==> src/rtl/sdp_mem_rd_arbiter.sv <==
// sdp_mem_rd_arbiter
//   Read-port controller for the simple dual-port memory. It shares port B
//   between NUM_REQ requesters and issues at most one read per cycle. It
//   tracks the memory's fixed LATENCY-cycle read pipeline and returns read
//   data in issue order on one tagged response stream.
//   A small response FIFO with credit-based issue keeps back-pressure on the
//   response stream lossless.
//
//   Build option:
//     SDP_RD_ARB_ROUND_ROBIN_EN  defined     -> round-robin arbitration
//                                undefined   -> fixed priority (lowest index wins)
//
//   Ports:
//     clk        clock, also drives the memory clkb
//     rstn       asynchronous active-low reset
//     req_valid  per-requester read request
//     req_ready  one-hot grant (handshake = req_valid[i] & req_ready[i])
//     req_addr   packed addresses, requester i at [i*ADDR_WIDTH +: ADDR_WIDTH]
//     rsp_valid  response available
//     rsp_ready  response consumer ready
//     rsp_data   read word
//     rsp_id     index of the requester that issued the read
//     mem_addrb  memory addrb
//     mem_enb    memory enb (output-register enable)
//     mem_doutb  memory doutb
module sdp_mem_rd_arbiter #(
  parameter  int NUM_REQ    = 2,
  parameter  int DEPTH      = 169,
  parameter  int DATA_WIDTH = 32,
  parameter  int LATENCY    = 2,
  localparam int ADDR_WIDTH = $clog2(DEPTH),
  localparam int ID_WIDTH   = (NUM_REQ > 1) ? $clog2(NUM_REQ) : 1
) (
  input  logic                          clk,
  input  logic                          rstn,
  input  logic [NUM_REQ-1:0]            req_valid,
  output logic [NUM_REQ-1:0]            req_ready,
  input  logic [NUM_REQ*ADDR_WIDTH-1:0] req_addr,
  output logic                          rsp_valid,
  input  logic                          rsp_ready,
  output logic [DATA_WIDTH-1:0]         rsp_data,
  output logic [ID_WIDTH-1:0]           rsp_id,
  output logic [ADDR_WIDTH-1:0]         mem_addrb,
  output logic                          mem_enb,
  input  logic [DATA_WIDTH-1:0]         mem_doutb
);

  localparam int RSP_DEPTH = LATENCY + 2;
  localparam int PTR_W     = $clog2(RSP_DEPTH);
  localparam int CNT_W     = $clog2(RSP_DEPTH + 1);

  logic [LATENCY-1:0]    pipe_vld;
  logic [ID_WIDTH-1:0]   pipe_id [LATENCY];

  logic [DATA_WIDTH-1:0] fifo_data [RSP_DEPTH];
  logic [ID_WIDTH-1:0]   fifo_id   [RSP_DEPTH];
  logic [PTR_W-1:0]      wr_ptr;
  logic [PTR_W-1:0]      rd_ptr;
  logic [CNT_W-1:0]      fifo_count;
  logic                  fifo_push;
  logic                  fifo_pop;

  logic                  issue_ok;
  logic                  any_grant;
  logic [ID_WIDTH-1:0]   gnt_idx;
  logic [NUM_REQ-1:0]    grant;
  int                    inflight;

  // Credit check: every read already in the pipeline has a FIFO slot
  // reserved. A pop in this same cycle is deliberately not credited.
  // Issue is also blocked while rstn is low so that all outputs are
  // quiet for the whole reset.
  always_comb begin
    inflight = 0;
    for (int i = 0; i < LATENCY; i++) begin
      if (pipe_vld[i]) inflight++;
    end
    issue_ok = rstn && ((int'(fifo_count) + inflight) < RSP_DEPTH);
  end

`ifdef SDP_RD_ARB_ROUND_ROBIN_EN
  // rr_ptr holds the index the search starts from (last granted + 1).
  logic [ID_WIDTH-1:0] rr_ptr;

  always_comb begin
    int idx;
    idx       = 0;
    grant     = '0;
    gnt_idx   = '0;
    any_grant = 1'b0;
    for (int k = 0; k < NUM_REQ; k++) begin
      idx = (int'(rr_ptr) + k) % NUM_REQ;
      if (issue_ok && !any_grant && req_valid[idx]) begin
        any_grant  = 1'b1;
        gnt_idx    = ID_WIDTH'(idx);
        grant[idx] = 1'b1;
      end
    end
  end

  always_ff @(posedge clk or negedge rstn) begin
    if (!rstn) begin
      rr_ptr <= '0;
    end else if (any_grant) begin
      rr_ptr <= (int'(gnt_idx) == NUM_REQ - 1) ? '0 : gnt_idx + ID_WIDTH'(1);
    end
  end
`else
  always_comb begin
    grant     = '0;
    gnt_idx   = '0;
    any_grant = 1'b0;
    for (int k = 0; k < NUM_REQ; k++) begin
      if (issue_ok && !any_grant && req_valid[k]) begin
        any_grant = 1'b1;
        gnt_idx   = ID_WIDTH'(k);
        grant[k]  = 1'b1;
      end
    end
  end
`endif

  assign req_ready = grant;

  always_comb begin
    mem_addrb = '0;
    if (any_grant) mem_addrb = req_addr[int'(gnt_idx)*ADDR_WIDTH +: ADDR_WIDTH];
  end

  // In-flight tracker: one {valid, id} per memory pipeline stage.
  always_ff @(posedge clk or negedge rstn) begin
    if (!rstn) begin
      pipe_vld <= '0;
      for (int i = 0; i < LATENCY; i++) pipe_id[i] <= '0;
    end else begin
      pipe_vld   <= {pipe_vld[LATENCY-2:0], any_grant};
      pipe_id[0] <= gnt_idx;
      for (int i = 1; i < LATENCY; i++) pipe_id[i] <= pipe_id[i-1];
    end
  end

  // The memory output register is enabled only in the cycle in which a
  // tracked read reaches it. At other times doutb holds and is ignored.
  assign mem_enb   = pipe_vld[LATENCY-2];
  assign fifo_push = pipe_vld[LATENCY-1];
  assign rsp_valid = (fifo_count != '0);
  assign fifo_pop  = rsp_valid & rsp_ready;

  // The FIFO storage is not reset. The outputs are masked while the FIFO
  // is empty, so stale contents never become visible.
  always_ff @(posedge clk) begin
    if (fifo_push) begin
      fifo_data[wr_ptr] <= mem_doutb;
      fifo_id[wr_ptr]   <= pipe_id[LATENCY-1];
    end
  end

  always_ff @(posedge clk or negedge rstn) begin
    if (!rstn) begin
      wr_ptr     <= '0;
      rd_ptr     <= '0;
      fifo_count <= '0;
    end else begin
      if (fifo_push) begin
        wr_ptr <= (int'(wr_ptr) == RSP_DEPTH - 1) ? '0 : wr_ptr + PTR_W'(1);
      end
      if (fifo_pop) begin
        rd_ptr <= (int'(rd_ptr) == RSP_DEPTH - 1) ? '0 : rd_ptr + PTR_W'(1);
      end
      case ({fifo_push, fifo_pop})
        2'b10:   fifo_count <= fifo_count + CNT_W'(1);
        2'b01:   fifo_count <= fifo_count - CNT_W'(1);
        default: fifo_count <= fifo_count;
      endcase
    end
  end

  assign rsp_data = rsp_valid ? fifo_data[rd_ptr] : '0;
  assign rsp_id   = rsp_valid ? fifo_id[rd_ptr]   : '0;

  // The credit rule must make a push into a full FIFO impossible.
  a_no_push_when_full: assert property (
    @(posedge clk) disable iff (!rstn)
      !(fifo_push && (int'(fifo_count) == RSP_DEPTH))
  );

endmodule
==> config.mk <==
export PLATFORM = sky130hd
export DESIGN_NAME = sdp_mem_rd_arbiter
export DESIGN_NICKNAME = d
export VERILOG_FILES = /design/src/rtl/sdp_mem_rd_arbiter.sv
export SDC_FILE = /design/constraint.sdc
export NUM_CORES = 1
export LEC_CHECK = 0
export ABC_AREA = 1
export CAP_MARGIN = 15
export CORE_ASPECT_RATIO = 0.7
export CORE_UTILIZATION = 50
export CTS_BUF_LIST = sky130_fd_sc_hd__clkbuf_4
export DETAILED_ROUTE_END_ITERATION = 8
export MAX_ROUTING_LAYER = met4
export PLACE_DENSITY = 0.79
export SYNTH_ARGS = -nofsm -noshare
export SYNTH_HDL_FRONTEND = slang
export SYNTH_SLANG_ARGS = --single-unit
==> constraint.sdc <==
create_clock -name clk -period 1.9 [get_ports clk]
set_input_delay 0.38 -clock clk [delete_from_list [all_inputs] [get_ports clk]]
set_output_delay 0.38 -clock clk [all_outputs]
set_load 0.005 [all_outputs]
==> metrics <==
vias in the first global route=4,750; vias=~5,000; first-pass GRT wire length=26.3 mm; Num CTS Buffers=17; Setup crit start=pipe_vld[0]$_DFF_PN0_; hold_buf cts=0; total wire length=18.9 mm; initial antenna violation count=1; leakage power=around 3.6 nW; H-tree depth=4; f_max=393 MHz; GRT Resource Usage Total=between 30 and 40%; Pwr per Cell Area=1550 nW/µm²; failing checks=setup timing; multi-input logic area=2040 µm²; max_slew headroom=78.0%; largest net degree at the start of global routing=34; post-synthesis sequential area ratio=70.2%; ANT nets after route=0; Max IR drop VDD=0.852 mV; YS warnings=0; CP Capture Type=output pin; DIE HEIGHT=93.9 µm; Fill cells=610; fin cells=between 800 and 900; hpwl dp=7.73 mm; vias per cell=5.61; Tmin final=2.55 ns; synthesized area=roughly 6000 µm²; Port Buf Inserts=97; final cycle utilization of the critical path=134%; Crit Path Class=flip-flop to output pin; Core Region=11,700 µm²; FF-to-FF path depth=11; GRT overflow=0; Area Growth Syn to Fin=52.4%; Rows=33; Pwr Total=14.3 mW; Remaining DRCs=0; FF/Latch Area=4240 µm²; R2R setup slack=-0.14 ns; Die X-Extent=approximately 130 µm; Fin. Hold Viols=0; Final #Nets=~800; r2r endpoint=fifo_count[2]$_DFFE_PN0P_; crit path DAT=2.17 ns; crit path max fanout=5; Max Cap Viol=0; share of cells above drive strength 1=42.5%; RSZ-0062 raised after global routing=true; outcome=finished with violations; clk sink count=143; Top Ports=98; count of different cell masters after synthesis=26; max-slew violations=0; die area=12,500 µm²; Avg Cell Area, Syn=11.7 µm²; wire per inst=21.3 µm; Root Driver=clkbuf_4; placed cells=771; Initial Util=51.5%; CTS tree=built; Pre-antenna DRT Iters=5; Synth Net Count=between 500 and 600; CP Launch Type=flip-flop; worst setup margin=-0.646 ns; measured slew at the worst slew-check pin=0.328 ns; GP Congestion=0.840; final setup violation count=45; Layout Skew=0.0211 ns; worst skew pair latency=0.53 ns; Synth Register Bits=143; Hold Crit Class=input pin to asynchronous set/reset pin; Bufs on Longest Clock Path=2; Iteration-0 DRC Markers=460; WP data required=1.52 ns; Reg2Reg Launch Point=fifo_count[1]$_DFFE_PN0P_; Syn Inst Count=514; Worst-path clk slew=roughly 0.11 ns
registers in the layout, summed over array words and instances (netlist names):
name,count
fifo_count,3
fifo_data,128
fifo_id,4
pipe_id,2
pipe_vld,2
rd_ptr,2
wr_ptr,2
cells in the mapped netlist:
library cell	number	area share [%]
buf_2	9	0.75
nor2_1	143	8.9
inv_2	3	0.19
buf_6	4	0.75
nor3_4	1	0.27
nand3_4	2	0.58
clkbuf_1	9	0.56
nand2_4	2	0.37
buf_4	2	0.25
inv_1	39	2.4
ha_1	8	1.7
o21ai_0	41	3.4
xnor2_1	1	0.15
fa_1	1	0.33
o21ai_1	31	2.6
clkbuf_2	2	0.17
dfrtp_1	11	4.6
xor2_1	1	0.15
nand2_1	25	1.6
edfxtp_1	132	66
nand4_1	8	0.83
nor2_2	1	0.10
nand4_2	1	0.21
clkbuf_4	1	0.12
a21oi_1	34	2.8
nor2_8	2	0.66
how the worst max path moves through the flow:
stage,endpoint,slack [ns],cells after the start
global route,mem_addrb[1],-0.75,9
CTS,mem_addrb[5],-0.67,9
floorplan,mem_addrb[0],0.1,7
finish,mem_addrb[2],-0.65,10
global placement,mem_addrb[0],-0.51,7
detailed placement,mem_addrb[5],-0.63,8
power breakdown:
group | switching, mW | internal, mW | leakage [nW]
clock | 1.07 | 1.19 | 0.173
combinational | 4.02 | 3.97 | 2.05
sequential | 0.200 | 3.85 | 1.33
total | 5.29 | 9.00 | 3.56
per-layer routing:
layer	wire [µm]	GRT usage [%]	share of wire, %	vias up
li1	-	-	-	2189
met1	7000	36.0	37	2422
met2	9860	51.7	52	313
met3	1510	6.47	8.0	49
met4	517	9.75	2.7	0
met5	0	-	0	-
placed cells by master (no fill, tap or decap), types with 22 or more instances in the layout:
| cell | instances |
|---|---|
| clkdlybuf4s50_1 | 52 |
| buf_4 | 37 |
| buf_2 | 41 |
| edfxtp_1 | 132 |
| buf_6 | 42 |
| nor2_1 | 103 |
| a21oi_2 | 25 |
| o21ai_2 | 30 |
| o21ai_1 | 30 |
| nand2_1 | 22 |
| inv_1 | 36 |
metrics by stage:
stage / hold WS (ns) / TNS, ns / worst slack (ns) / utilization (%) / instance area (µm²)
floorplan: 0.0844 / 0 / 0.0965 / - / 6030
global placement: 0.345 / -7.05 / -0.512 / 63.0 / 7380
detailed placement: 0.344 / -7.37 / -0.632 / 63.0 / 7380
CTS: 0.235 / -18.00 / -0.670 / 74.4 / 8730
global route: 0.242 / -22.09 / -0.750 / 78.4 / 9200
finish: 0.278 / -18.25 / -0.646 / 78.4 / 9200
kinds of logic (layout without fill, tap and decap cells):
family	count (synthesis)	count (layout)	synth area share, %
DFF	143	143	70.2
adders and majority gates	9	9	1.99
xor gates and xnor gates	2	2	0.290
and+or+nand+nor	185	187	13.5
buffers and inverters	69	282	5.20
other	0	1	0
AOI/OAI and AO/OA	106	106	8.79
worst max-delay path, stage by stage (launching register included):
cell and delay (ns):
dfrtp_1 0.41, ha_2 0.20, ha_4 0.22, nand3_4 0.11
buf_6 0.12, nand4_4 0.13, nand2_4 0.15, buf_6 0.10
nand2_2 0.03, nor2_1 0.07, buf_2 0.11
cell type report:
class	instances	share of cell area [%]
Multi-Input combinational cell	304	22.2
Timing Repair Buffer	208	24.0
Inverter	42	1.85
Clock buffer	19	1.55
Sequential cell	143	46.1
Tap cell	157	2.14
Antenna cell	1	0.0272
Clock inverter	13	2.11
repair_timing:
action                                  4_1_cts  5_1_grt
endpoints found under the setup margin       45       46
pin swaps                                    59       66
gates cloned                                 12        4
gates resized for setup                     331      103
buffers inserted                             53       25
Note: power is estimated with default switching activity, not from simulation.
==> variant 1, RTL diff (same settings) <==
Add a define of `SDP_RD_ARB_ROUND_ROBIN_EN`.
--- a/src/rtl/sdp_mem_rd_arbiter.sv
+++ b/src/rtl/sdp_mem_rd_arbiter.sv
@@ -23,6 +23,8 @@
 //     mem_addrb  memory addrb
 //     mem_enb    memory enb (output-register enable)
 //     mem_doutb  memory doutb
+`define SDP_RD_ARB_ROUND_ROBIN_EN
+
 module sdp_mem_rd_arbiter #(
   parameter  int NUM_REQ    = 2,
   parameter  int DEPTH      = 169,
Function: changed (a bounded check fails within 4 cycles, from zero or initial values and one cycle with rstn low).
==> variant 1 against the unedited design <==
- the flow still finishes with violations (setup timing)
- clock skew down 0.00073 ns
- synthesized area fell by 0.77%
- wire length decreased by 8.6%
- worst setup slack worse by 0.019 ns
- fmax fell by 0.75%
- power fell by 8.7%
- via count decreased by 5.1%
- design area down 5.3%
- sequential cell count grew 1
- critical endpoint is now mem_addrb[0]
==> variant 1: results (changes against the unedited design) <==
Synthesis
  – Post-synthesis adder-cell area fraction: 2.01% (was 1.99%)
  – Syn Nets: 570 (was 576)
  – Post-synthesis sequential area ratio: 71.2% (was 70.2%)
  – Post-Synth XOR/XNOR Area: 0.293% (was 0.290%)
  – Async set-reset flop share out of synthesis: 8.33% (was 7.69%)
  – Post-synth cell types: 25 (was 26)
  – Synth cell count leaders: nor2_1 (146), edfxtp_1 (132), o21ai_0 (42), a21oi_1 (35), o21ai_1 (29) (was nor2_1 (143), edfxtp_1 (132), o21ai_0 (41), inv_1 (39), a21oi_1 (34))
  – Area fraction in compound gates after synthesis: 8.86% (was 8.79%)
  – Most area-consuming cells after synthesis: edfxtp_1 (66%), nor2_1 (9.2%), dfrtp_1 (5.0%) (was edfxtp_1 (66%), nor2_1 (8.9%), dfrtp_1 (4.6%))

GRT
  – GRT Overall Usage: 24.9% (was 30.2%)
  – Pin count of the biggest net entering global routing: 33 (was 34)
  – First-pass GRT wire length: 22,300 microns (was 26,300 microns)
  – Initial antenna violation count: 0 (was 1)
  – Vias in the first global route: 4,454 (was 4,750)

Final layout
  – Share of cells above drive strength 1: 42.6% (was 42.5%)
  – Antenna Cells: 0 (was 1)
  – Final nets: 742 (was 778)

Setup path
  – Critical Path End: mem_addrb[0] (was mem_addrb[2])
  – RR Startpoint: fifo_count[1] (unchanged)
  – R2R depth: 12 (was 11)
  – Worst Setup SP: pipe_vld[1] (was pipe_vld[0])
  – CP top delay family: adder cells (was simple AND/OR/NAND/NOR gates)
  – Worst path arrival time: 2.19 ns (was 2.17 ns)
  – Crit-path max FO: 7 (was 5)

Route
  – Total wire length: 17,300 microns (was 18,900 microns)
  – TritonRoute pass-1 iters: 4 (was 5)
  – Drt via density: 5.57 (was 5.61)
  – DRT iter0 DRCs: 357 (was 460)

Power
  – Leakage: 3.24 nW (was 3.56 nW)
  – Clock power frac: 13.6% (was 15.8%)
  – Peak VDD IR: 0.000723 V (was 0.000852 V)
  – Comb power: 0.00712 W (was 0.00799 W)
  – Sw Pwr: 0.00499 W (was 0.00529 W)

Clock tree
  – Post-CTS resize count: 78 (was 331)
  – Post-CTS Setup Bufs: 16 (was 53)

Run status
  – Failing checks: setup timing (unchanged)
  – Outcome: complete, but fails checks (unchanged)

STA
  – PnR worst setup slack: -0.665 ns (was -0.646 ns)
  – Worst-margin pin slew: 0.540 ns (was 0.328 ns)
  – Final setup viols: 45 (unchanged)
  – Clock Skew: 0.0203 ns (was 0.0211 ns)

Placement
  – GPL Wtd Cong: 0.845 (was 0.840)
  – Dpl ws: -0.532 ns (was -0.632 ns)
  – Post-DP HPWL: 8520 microns (was 7730 microns)
## variant 1: cell types whose count changed after synthesis, sizes merged, moves of 2 or more
| cell | change |
|---|---|
| nor2 | +2 |
| or2 | +2 |
| nor3 | +7 |
| nand2 | -3 |
| buf | +8 |
| inv | -16 |
| nand3 | +9 |
| nand4 | -9 |
| clkbuf | -7 |
## variant 1: worst min-delay path by stage
stage	startpoint	end	slack, ns	cells past startpoint
3_5_place_dp	pipe_id[1]	pipe_id[0]	0.35	0
4_1_cts	rstn	pipe_id[1]	0.29	2
6_report	rstn	pipe_id[1]	0.35	2
5_1_grt	rstn	rr_ptr	0.34	2
3_3_place_gp	pipe_id[1]	pipe_id[0]	0.34	0
2_1_floorplan	rstn	fifo_count[0]	0.08	0
## variant 1: metal layers
| layer | up-vias | global-route usage [%] | wire [microns] |
|---|---|---|---|
| li1 | 2104 | - | - |
| met1 | 2346 | 29.4 | 6660 |
| met2 | 222 | 42.5 | 8930 |
| met3 | 49 | 5.26 | 1150 |
| met4 | 0 | 9.48 | 528 |
| met5 | - | - | 0 |
## variant 1: per-stage QoR
step / area [sq um] / instances / setup TNS [ns] / total power, W / hold slack [ns]
after global placement: 7320 / 772 / -6.40 / 0.00879 / 0.336
after detailed placement: 7320 / 772 / -7.13 / 0.00897 / 0.350
after global routing: 8710 / 847 / -22.92 / 0.0137 / 0.344
final: 8710 / 847 / -18.42 / 0.0130 / 0.351
after floorplan: 5990 / 508 / 0 / 0.00656 / 0.0844
after CTS: 7840 / 817 / -27.16 / 0.0111 / 0.291
## variant 1: layout make-up
cell class | instances | area, sq um
clock buffers | 19 | 143
clock inverters | 10 | 97.6
fillers | 693 | 2970
inverters | 26 | 129
multi-input cells | 311 | 2100
flip-flops and latches | 144 | 4270
well taps | 157 | 196
repair buffers | 179 | 1770
repair inverters | 1 | 11.3
==> variant 2, RTL diff (same settings) <==
Without the edit above. The parameter `DEPTH` goes from 169 to 338.
--- a/src/rtl/sdp_mem_rd_arbiter.sv
+++ b/src/rtl/sdp_mem_rd_arbiter.sv
@@ -25,7 +25,7 @@
 //     mem_doutb  memory doutb
 module sdp_mem_rd_arbiter #(
   parameter  int NUM_REQ    = 2,
-  parameter  int DEPTH      = 169,
+  parameter  int DEPTH      = 338,
   parameter  int DATA_WIDTH = 32,
   parameter  int LATENCY    = 2,
   localparam int ADDR_WIDTH = $clog2(DEPTH),
Interface: changed (resized mem_addrb and req_addr); port bits go from 98 to 101. No check against the original RTL was run, so the function may have changed too.
==> variant 2 against the unedited design <==
- the run still ends with setup timing left
- synthesized area is 0.10% higher
- die area is 0.11% higher
- register-to-register slack worse by 0.11 ns
- wire length is 9.9% higher
- sequential cell count stayed put
- synthesized cell count is 1.8% higher
- non-clock buffer count is 4 higher
- critical path depth is 1 lower
- hold slack worse by 0.035 ns
- power is 4.0% higher
- design area is 2.4% higher
- worst setup slack worse by 0.10 ns
- fmax is 3.8% lower
- critical path type unchanged
==> variant 2: results (changes against the unedited design) <==
Run status
  – Outcome: complete, but fails checks (unchanged)
  – Failing checks: setup timing (unchanged)

GRT
  – GRT Overall Usage: 31.4% (was 30.2%)
  – Pin count of the biggest net entering global routing: 28 (was 34)
  – Initial antenna violation count: 0 (was 1)
  – Grt met3 use: 5.77% (was 6.47%)

Setup path
  – Critical Path End: mem_addrb[1] (was mem_addrb[2])
  – R2R depth: 12 (was 11)
  – R2R Setup Slk: -0.25 ns (was -0.14 ns)
  – Worst path arrival time: 2.27 ns (was 2.17 ns)
  – Crit-path max FO: 4 (was 5)

Power
  – Peak VDD IR: 0.000754 V (was 0.000852 V)
  – Switch share: 38.9% (was 37.0%)
  – Power per cell area: 1580 mW/mm^2 (was 1550 mW/mm^2)
  – Comb power: 0.00851 W (was 0.00799 W)
  – Internal Dissipation: 0.00908 W (was 0.00900 W)

Final layout
  – Layout non-clock buf frac: 24.0% (about the same)
  – Signal buffers: 212 (was 208)
  – Antenna Cells: 0 (was 1)
  – Multi-input comb cells: 306 (was 304)
  – Final nets: 789 (was 778)
  – Layout clock buffer count: 18 (was 19)
  – Share of cells above drive strength 1: 47.6% (was 42.5%)
  – Area of the multi-input gates: 0.00221 sq mm (was 0.00204 sq mm)

STA
  – PnR worst setup slack: -0.747 ns (was -0.646 ns)
  – Worst-margin pin slew: 0.408 ns (was 0.328 ns)
  – Final setup viols: 47 (was 45)
  – Clock Skew: 0.0364 ns (was 0.0211 ns)
  – Total negative setup slack: -26.35 ns (was -18.25 ns)

Clock tree
  – Clk pin slew, worst setup/hold paths: 0.15 ns (was 0.11 ns)

Placement
  – Dpl ws: -0.548 ns (was -0.632 ns)
  – Port Buffers: 100 (was 97)

Route
  – WL/cell: 23.2 microns (was 21.3 microns)
  – WL met2: 10,500 microns (was 9860 microns)
  – Met3 Wirelength: 1740 microns (was 1510 microns)
  – Drt via density: 5.83 (was 5.61)

Synthesis
  – Synth cell count leaders: nor2_1 (145), edfxtp_1 (132), o21ai_0 (57), inv_1 (43), a21oi_1 (34) (was nor2_1 (143), edfxtp_1 (132), o21ai_0 (41), inv_1 (39), a21oi_1 (34))
  – Mapped Cells: 523 (was 514)
## variant 2: cell count changes after synthesis, sizes merged
cell / delta
buf: -1
inv: +3
nand2: +2
nand4: +1
clkbuf: +3
nor2: +1
## variant 2: logic make-up (layout without fill, tap and decap cells)
logic type	Yosys count	after routing	synth area share, %
simple gates	189	189	13.4
flops	143	143	70.2
compound gates	106	106	8.78
buf+inv	74	289	5.34
fa+ha+maj	9	9	1.99
xor+xnor	2	2	0.290
## variant 2: worst max-delay path, stage by stage, from the launching register on
cell and delay (ns):
dfrtp_1 0.42, ha_2 0.21, ha_4 0.28, nand3_4 0.10, buf_6 0.16, buf_6 0.11, nand4_1 0.09, nand2_1 0.08
nor2_1 0.12, buf_2 0.13
## variant 2: repair_timing
item / in CTS / in global routing
gates resized for setup: 381 / 145
pin swaps: 66 / 71
setup buffers: 51 / 24
cloned: 19 / 0
endpoints found under the setup margin: 48 / 48
